## src/rtl/image_stream_pkg.sv

```systemverilog
// Shared definitions for the RGB stream reducers: channel widths, the 2x2 Bayer
// matrix and the round/saturate helper.
package image_stream_pkg;

    localparam int unsigned IN_CH_W  = 10;
    localparam int unsigned OUT_CH_W = 4;

    // Indexed [row parity][column parity]
    localparam logic [1:0] BAYER [2][2] = '{'{2'd0, 2'd2}, '{2'd3, 2'd1}};

    function automatic logic [OUT_CH_W-1:0] round_sat(input logic [IN_CH_W-1:0] c,
                                                      input logic [5:0]         off);
        logic [IN_CH_W:0] s;
        s = {1'b0, c} + (IN_CH_W + 1)'(off);
        if (s[IN_CH_W])
            return '1;
        return s[IN_CH_W-1 -: OUT_CH_W];
    endfunction

endpackage

```

## src/rtl/stream_skid_buffer.sv

```systemverilog
// One-entry skid buffer with registered output and registered upstream ready;
// a buffered beat always drains before any new upstream beat.
module stream_skid_buffer #(
    parameter int unsigned WIDTH = 14
) (
    input  logic             clk,
    input  logic             reset,
    input  logic [WIDTH-1:0] up_data,
    input  logic             up_valid,
    output logic             up_ready,
    output logic [WIDTH-1:0] dn_data,
    output logic             dn_valid,
    input  logic             dn_ready
);

    logic [WIDTH-1:0] skid_data;
    logic             skid_full;
    logic             take;
    logic             drain;

    assign take  = up_valid && up_ready;
    assign drain = !dn_valid || dn_ready;

    always_ff @(posedge clk) begin
        if (reset) begin
            dn_data   <= '0;
            dn_valid  <= 1'b0;
            skid_data <= '0;
            skid_full <= 1'b0;
            up_ready  <= 1'b0;
        end else if (drain) begin
            // up_ready is low whenever the skid is full, so take cannot collide here
            if (skid_full) begin
                dn_data   <= skid_data;
                dn_valid  <= 1'b1;
                skid_full <= 1'b0;
            end else begin
                dn_valid <= take;
                if (take)
                    dn_data <= up_data;
            end
            up_ready <= 1'b1;
        end else begin
            if (take) begin
                skid_data <= up_data;
                skid_full <= 1'b1;
            end
            up_ready <= !(skid_full || take);
        end
    end

endmodule

```

## src/rtl/data_compressor.sv

```systemverilog
// 30-bit to 12-bit RGB stream reducer: per-channel round/saturate with optional
// position-driven 2x2 ordered dither, registered through a skid buffer.
module data_compressor #(
    parameter int unsigned INITIAL_DATA_WIDTH = 30,
    parameter int unsigned FINAL_DATA_WIDTH   = 12,
    parameter int unsigned IMG_WIDTH          = 640,
    parameter int unsigned DITHER_EN          = 1
) (
    input  logic                          clock_clk,
    input  logic                          reset,
    input  logic [INITIAL_DATA_WIDTH-1:0] data_in,
    input  logic                          sop_in,
    input  logic                          eop_in,
    input  logic                          valid_in,
    output logic                          ready_out,
    output logic [FINAL_DATA_WIDTH-1:0]   data_out,
    output logic                          sop_out,
    output logic                          eop_out,
    output logic                          valid_out,
    input  logic                          ready_in
);
    import image_stream_pkg::*;

    localparam int unsigned     COL_W    = (IMG_WIDTH > 1) ? $clog2(IMG_WIDTH) : 1;
    localparam logic [COL_W-1:0] COL_LAST = COL_W'(IMG_WIDTH - 1);

    logic [COL_W-1:0]            col;
    logic [COL_W-1:0]            col_cur;
    logic                        row;
    logic                        row_cur;
    logic                        accept;
    logic [5:0]                  off;
    logic [FINAL_DATA_WIDTH-1:0] pixel;
    logic [FINAL_DATA_WIDTH+1:0] beat_out;

    assign accept = valid_in && ready_out;

    // A sop beat sits at (0,0) regardless of where the previous packet left off
    always_comb begin
        col_cur = sop_in ? '0 : col;
        row_cur = sop_in ? 1'b0 : row;
        if (DITHER_EN != 0)
            off = {BAYER[row_cur][col_cur[0]], 4'd8};
        else
            off = 6'd32;
        pixel = {round_sat(data_in[3*IN_CH_W-1 -: IN_CH_W], off),
                 round_sat(data_in[2*IN_CH_W-1 -: IN_CH_W], off),
                 round_sat(data_in[IN_CH_W-1   -: IN_CH_W], off)};
    end

    always_ff @(posedge clock_clk) begin
        if (reset) begin
            col <= '0;
            row <= 1'b0;
        end else if (accept) begin
            if (col_cur == COL_LAST) begin
                col <= '0;
                row <= ~row_cur;
            end else begin
                col <= col_cur + COL_W'(1);
                row <= row_cur;
            end
        end
    end

    stream_skid_buffer #(
        .WIDTH(FINAL_DATA_WIDTH + 2)
    ) u_skid (
        .clk      (clock_clk),
        .reset    (reset),
        .up_data  ({pixel, sop_in, eop_in}),
        .up_valid (valid_in),
        .up_ready (ready_out),
        .dn_data  (beat_out),
        .dn_valid (valid_out),
        .dn_ready (ready_in)
    );

    assign {data_out, sop_out, eop_out} = beat_out;

endmodule

```

## config.mk

```make
export PLATFORM = sky130hd
export DESIGN_NAME = data_compressor
export DESIGN_NICKNAME = d
export VERILOG_FILES = /design/src/rtl/image_stream_pkg.sv /design/src/rtl/stream_skid_buffer.sv /design/src/rtl/data_compressor.sv
export SDC_FILE = /design/constraint.sdc
export NUM_CORES = 1
export LEC_CHECK = 0
export CORE_MARGIN = 4
export CORE_UTILIZATION = 45
export CTS_CLUSTER_DIAMETER = 120
export DETAILED_ROUTE_END_ITERATION = 8
export MAX_ROUTING_LAYER = met4
export PLACE_DENSITY = 0.79
export SLEW_MARGIN = 30
export SYNTH_ARGS = -nofsm -noshare
export SYNTH_HDL_FRONTEND = slang
export SYNTH_SLANG_ARGS = --single-unit
```

## constraint.sdc

```tcl
create_clock -name clock_clk -period 2.32 [get_ports clock_clk]
set_input_delay 0.58 -clock clock_clk [delete_from_list [all_inputs] [get_ports clock_clk]]
set_output_delay 0.58 -clock clock_clk [all_outputs]
set_load 0.05 [all_outputs]
```

* After elaboration in Yosys (flattened, before gate mapping)
Cells that the tools add are included.
Widths: inputs -> output; s select.
** Storage, ports and cells
- Bits of input ports :: 36
- Register bits after elaboration :: 42
- Output and inout port bits :: 16
- Word-level logic and storage cells :: 50
** Operators by class
- Equal/unequal tests :: 1
- Mux-type cells :: 23
- Bitwise logic cells :: 4
- Reduce and logical (&&, ||, !) cells :: 9
- $add $sub $neg :: 4
- $lt $le $gt $ge :: 2
** Operators by type and width (count)
- $mux 4 :: 9
- $add 10x6->11 :: 3
- $mux 14 :: 2
- $mux 10 :: 2
- $add 10x1->10 const B :: 1
- $eq 10x10->1 const B :: 1
- $mux 1 :: 7
- $mux 2 :: 3
- $ge 2x2->1 const B :: 2
- $not 1->2 :: 2
- $reduce_and 2->1 :: 2
- $logic_not 1->1 :: 2
- $logic_or 1x1->1 :: 2
- $not 1->1 :: 2
- $reduce_bool 2->1 :: 1
- $reduce_or 2->1 :: 1
- $logic_and 1x1->1 :: 1

* Logic depth before layout (Yosys ltp)
- Depth after elaboration :: 13
- Mapped depth :: 10
- Gate-level depth less buffers :: 8

* Hierarchy
From an unflattened synthesis, not the netlist that was laid out.
** Unflattened totals
- Cell total of the unflattened synthesis :: 273
- Area total of the unflattened synthesis :: 2287.2 um^2
** Modules (own cells, without submodules)
- stream_skid_buffer :: cells each 138, area an instance 1310.0 um^2, times used 1, seq. area each 620.6 um^2
- data_compressor :: cells each 135, area an instance 977.2 um^2, times used 1, seq. area each 220.2 um^2

* Worst setup path after synthesis
OpenSTA, ideal clock, no wires.
- Path kind :: input-to-reg
- From :: input sop_in
- To :: register u_skid.dn_data[7]
- Path buffers :: 2
- Stages on the path :: 8
- Required time :: 2.232 ns
- Slack :: -0.100 ns
- Data arrival time :: 2.332 ns
- Cell sequence :: buf_2 > buf_1 > nor2_1 > ha_1 > o21a_1 > and2_1 > a311o_1 > a311oi_2
** Between the ends
- Cells in the longest elaborated chain, start to end :: 13
** RTL lines
- from (decl) :: line data_compressor.sv:12 : input logic sop_in,
- $mux 1 :: line data_compressor.sv:41 : row_cur = sop_in ? 1'b0 : row;
- $not 1->2 (implied by the code) :: line data_compressor.sv:43 : off = {BAYER[row_cur][col_cur[0]], 4'd8};
- $mux 4 (implied by the code) (3 in a row) :: line data_compressor.sv:43
- $mux 2 (implied by the code) (*) (3 in a row) :: line data_compressor.sv:43
- $add 10x6->11 (*) :: line image_stream_pkg.sv:14 : s = {1'b0, c} + (IN_CH_W + 1)'(off);
- $mux 1 :: line image_stream_pkg.sv:15 : if (s[IN_CH_W])
- $mux 4 (*) :: line image_stream_pkg.sv:17 : return s[IN_CH_W-1 -: OUT_CH_W];
- $mux 14 (*) :: line stream_skid_buffer.sv:39 : if (take)
- $mux 14 (*) :: line stream_skid_buffer.sv:33 : if (skid_full) begin
- to (signal assigned) :: line stream_skid_buffer.sv:34 : dn_data <= skid_data;
- to (signal assigned) :: line stream_skid_buffer.sv:40 : dn_data <= up_data;
- to (decl) :: line stream_skid_buffer.sv:11 : output logic [WIDTH-1:0] dn_data,
Every way passes the cells marked *; elsewhere a longest branch is shown, timed or not. The select of a mux whose other input is x is not followed.
A chain may end at the register's enable or synchronous reset.

* Worst setup path after layout
- From :: register u_skid.up_ready
- To :: output ready_out
** RTL lines
- from (decl) :: line stream_skid_buffer.sv:10 : output logic up_ready,
- from (signal assigned) :: line stream_skid_buffer.sv:48 : up_ready <= !(skid_full || take);
- to (decl) :: line data_compressor.sv:15 : output logic ready_out,
No word-level cell between the ends.

==> impl_metrics.yaml <==
status:
  result_of_the_run: "complete, no violations"
layout:
  layoutNonFillerInstCount: 410
  mostFrequentLayoutCell: "sky130_fd_sc_hd__dfxtp_1"
  design.final.nets: 382
  finish.instance_area_mm2: 0.003022
  final_util_pct: 63.55
  n_antenna_cell: 0
  post_route_cells_drive_above_1_share_pct: 14.58
  area_delta_synth_final_pct: 35.83
  final_cell_mix: "sky130_fd_sc_hd__dfxtp_1 (42), sky130_fd_sc_hd__clkdlybuf4s50_1 (41), sky130_fd_sc_hd__nand2_1 (35)"
timing:
  worst_slew_pin_slew_ns: 0.5017
  period_utilization_pct: 89.28
  min_period_ns: 2.071
  hold_viol: 0
  setup-violations-final: 0
  rsz0062_at_grt: "no"
  max-slew-margin-rel_pct: 66.45
  fmax_mhz: 482.8
  finalMaxSlewViolations: 0
  clock-skew-final_ns: 0.008416
  hold_ws_ns: 0.4466
job:
  drv.max_cap_violation_count: 0
clocking:
  resize_count_post_cts: 0
  cts_buffer_depth: 2
  cts.hold.buffers_added: 0
  tritoncts_buffer_count: 5
  cts.root.buffer_cell: "sky130_fd_sc_hd__clkbuf_8"
  htree_levels: 2
  clkSlewWorstSetupHoldPaths_ns: 0.07
  cts_num_sinks: 42
  clock_insertion_delay_worst_skew_ns: 0.30
  tritoncts: "built"
  post_cts.repair.setup_buffers: 0
power_and_ir_drop:
  cell_internal_pwr_uw: 1215
  switching_power_uw: 454.8
  p_comb_share_pct: 20.6
  report.power.total_uw: 1670
  worst_ir_drop_on_vdd_mv: 0.4914
  power_density_mw_per_mm2: 552.8
  swShare_pct: 27.23
  power_leakage_uw: 0.001139
  sequential_share_of_power_pct: 45.4
  power_frac_clock_pct: 34.0
floorplanning:
  core-area_mm2: 0.004755
  die-area_mm2: 0.006132
  std_cell_rows: 25
  die_height_um: 78.31
  initial_utilization_pct: 46.79
  pin_count: 52
  floorplan.die.width_um: 78.31
synth:
  synth_edf_count: 0
  total_of_warnings_raised_by_yosys: 0
  synth.avg_cell_area_um2: 8.002
  ys_async_sr_fraction_pct: 0
  synthDistinctLibCells: 52
  synth_fp_nets: 318
  synth.ff_latch_count: 42
  syn_std_cell_area_mm2: 0.002225
  synthCells: 278
  ys_seq_area_share_pct: 37.80
  dominantRegCellSynth: "sky130_fd_sc_hd__dfxtp_1"
global_route:
  grt_pass1_wl_mm: 10.16
  gr-total-overflow: 0
  grt_start_max_net_pins: 21
  first_global_vias: 2239
  antenna_violations_before_repair: 0
  globalRouteTotalUtil_pct: 21.09
critical_path:
  worstPathRequired_ns: 1.74
  worst-path-stages: 1
  sort_of_element_at_the_start_of_the_critical_path: "register"
  timing.critical_path.fanout_max: 4
  worst_path_largest_cell_delay_ns: 0.82
  count_of_buffering_cells_on_the_critical_path_with_inverters_included: 1
  crit_chain: "clkdlybuf4s50_1"
  worst-r2r-cell-count: 8
  endpoint_kind: "primary output"
  criticalPathCategory: "reg -> out"
  slowest_stage: "sky130_fd_sc_hd__clkdlybuf4s50_1"
  critical_path_data_arrival_time_ns: 1.49
  critical_path.top_delay_family: "buffers and inverters"
detailed_routing:
  drt_iter0_markers: 86
  vias: 2287
  final_antenna_net_count: 0
  route.detailed.drc: 0
  drt_pre_antenna_iters: 4
  routed_len_inst_um: 14.20
  vias_per_cell: 5.578
  postRouteWirelength_mm: 5.824
hold_path:
  hold_class: "reg -> reg"
  hold_path_cell_cnt: 2
placement:
  finalWeightedCongestion: 0.8310
  detailedPlacementHpwl_mm: 4.236
  port_buffer_count: 42
  dpl.cell_count: 401
  placed_cell_area_mm2: 0.002892
-- worst paths after layout --
check,start,endpoint,slack [ns]
max,u_skid.up_ready,ready_out,0.25
min,u_skid.skid_data[8],u_skid.skid_data[8],0.45
max reg2reg,col[0],u_skid.dn_data[5],0.27
min reg2reg,u_skid.skid_data[8],u_skid.skid_data[8],0.45
-- power by group through the flow --
stage	sequential, uW	clock [uW]	combinational, uW
2_1_floorplan	843	0	124
3_3_place_gp	775	0	335
3_5_place_dp	776	0	339
4_1_cts	759	579	340
5_1_grt	762	607	374
6_report	759	567	344
-- stage by stage --
stage	worst slack [ns]	TNS (ns)
after floorplan	0.03281	0
after global placement	-0.2667	-5.303
after detailed placement	-0.3163	-6.260
after CTS	0.003506	0
after global routing	0.1524	0
final	0.2487	0
-- cell usage after synthesis (all sizes together), types with 4 or more instances --
cell type	number	area, um2
a31oi	6	37.54
nand2b	4	27.53
o21ai	30	157.7
nor2	26	100.1
buf	6	27.53
nand3b	8	60.06
and3	5	31.28
ha	4	50.05
clkbuf	10	37.54
nor3	7	40.04
nand2	35	131.4
a211oi	12	90.09
mux2i	5	50.05
a21oi	15	86.34
a311oi	4	47.55
dfxtp	42	840.8
nand3	12	60.06
nor2b	5	31.28
-- registers in the layout, summed over array words and instances (netlist names) --
signal,cells
u_skid.dn_data,14
u_skid.skid_full,1
u_skid.dn_valid,1
col,10
u_skid.skid_data,14
row,1
u_skid.up_ready,1
-- cell families after synthesis --
logic type / synth area share [%]
xor gates and xnor gates: 0.3938
and+or+nand+nor: 25.25
buffers and inverters: 3.431
DFF: 37.80
adders and majority gates: 2.250
muxes: 2.250
AOI/OAI and AO/OA: 28.63
-- final cells by class --
type	count	area, um2
clock inverters	1	30.03
inverters	3	11.26
clock buffers	7	76.32
flip-flops and latches	42	840.8
repair buffers	73	656.9
fillers	421	1733
well taps	67	83.83
multi-input cells	217	1323
-- metal layers --
layer | vias to the layer above | GRT usage, % | share of wire (%)
li1 | 1161 | - | -
met1 | 1051 | 26.52 | 46
met2 | 69 | 34.67 | 47
met3 | 6 | 4.128 | 5.3
met4 | 0 | 5.769 | 1.0
met5 | - | - | 0
No activity file was read; power rests on OpenSTA's default activity.
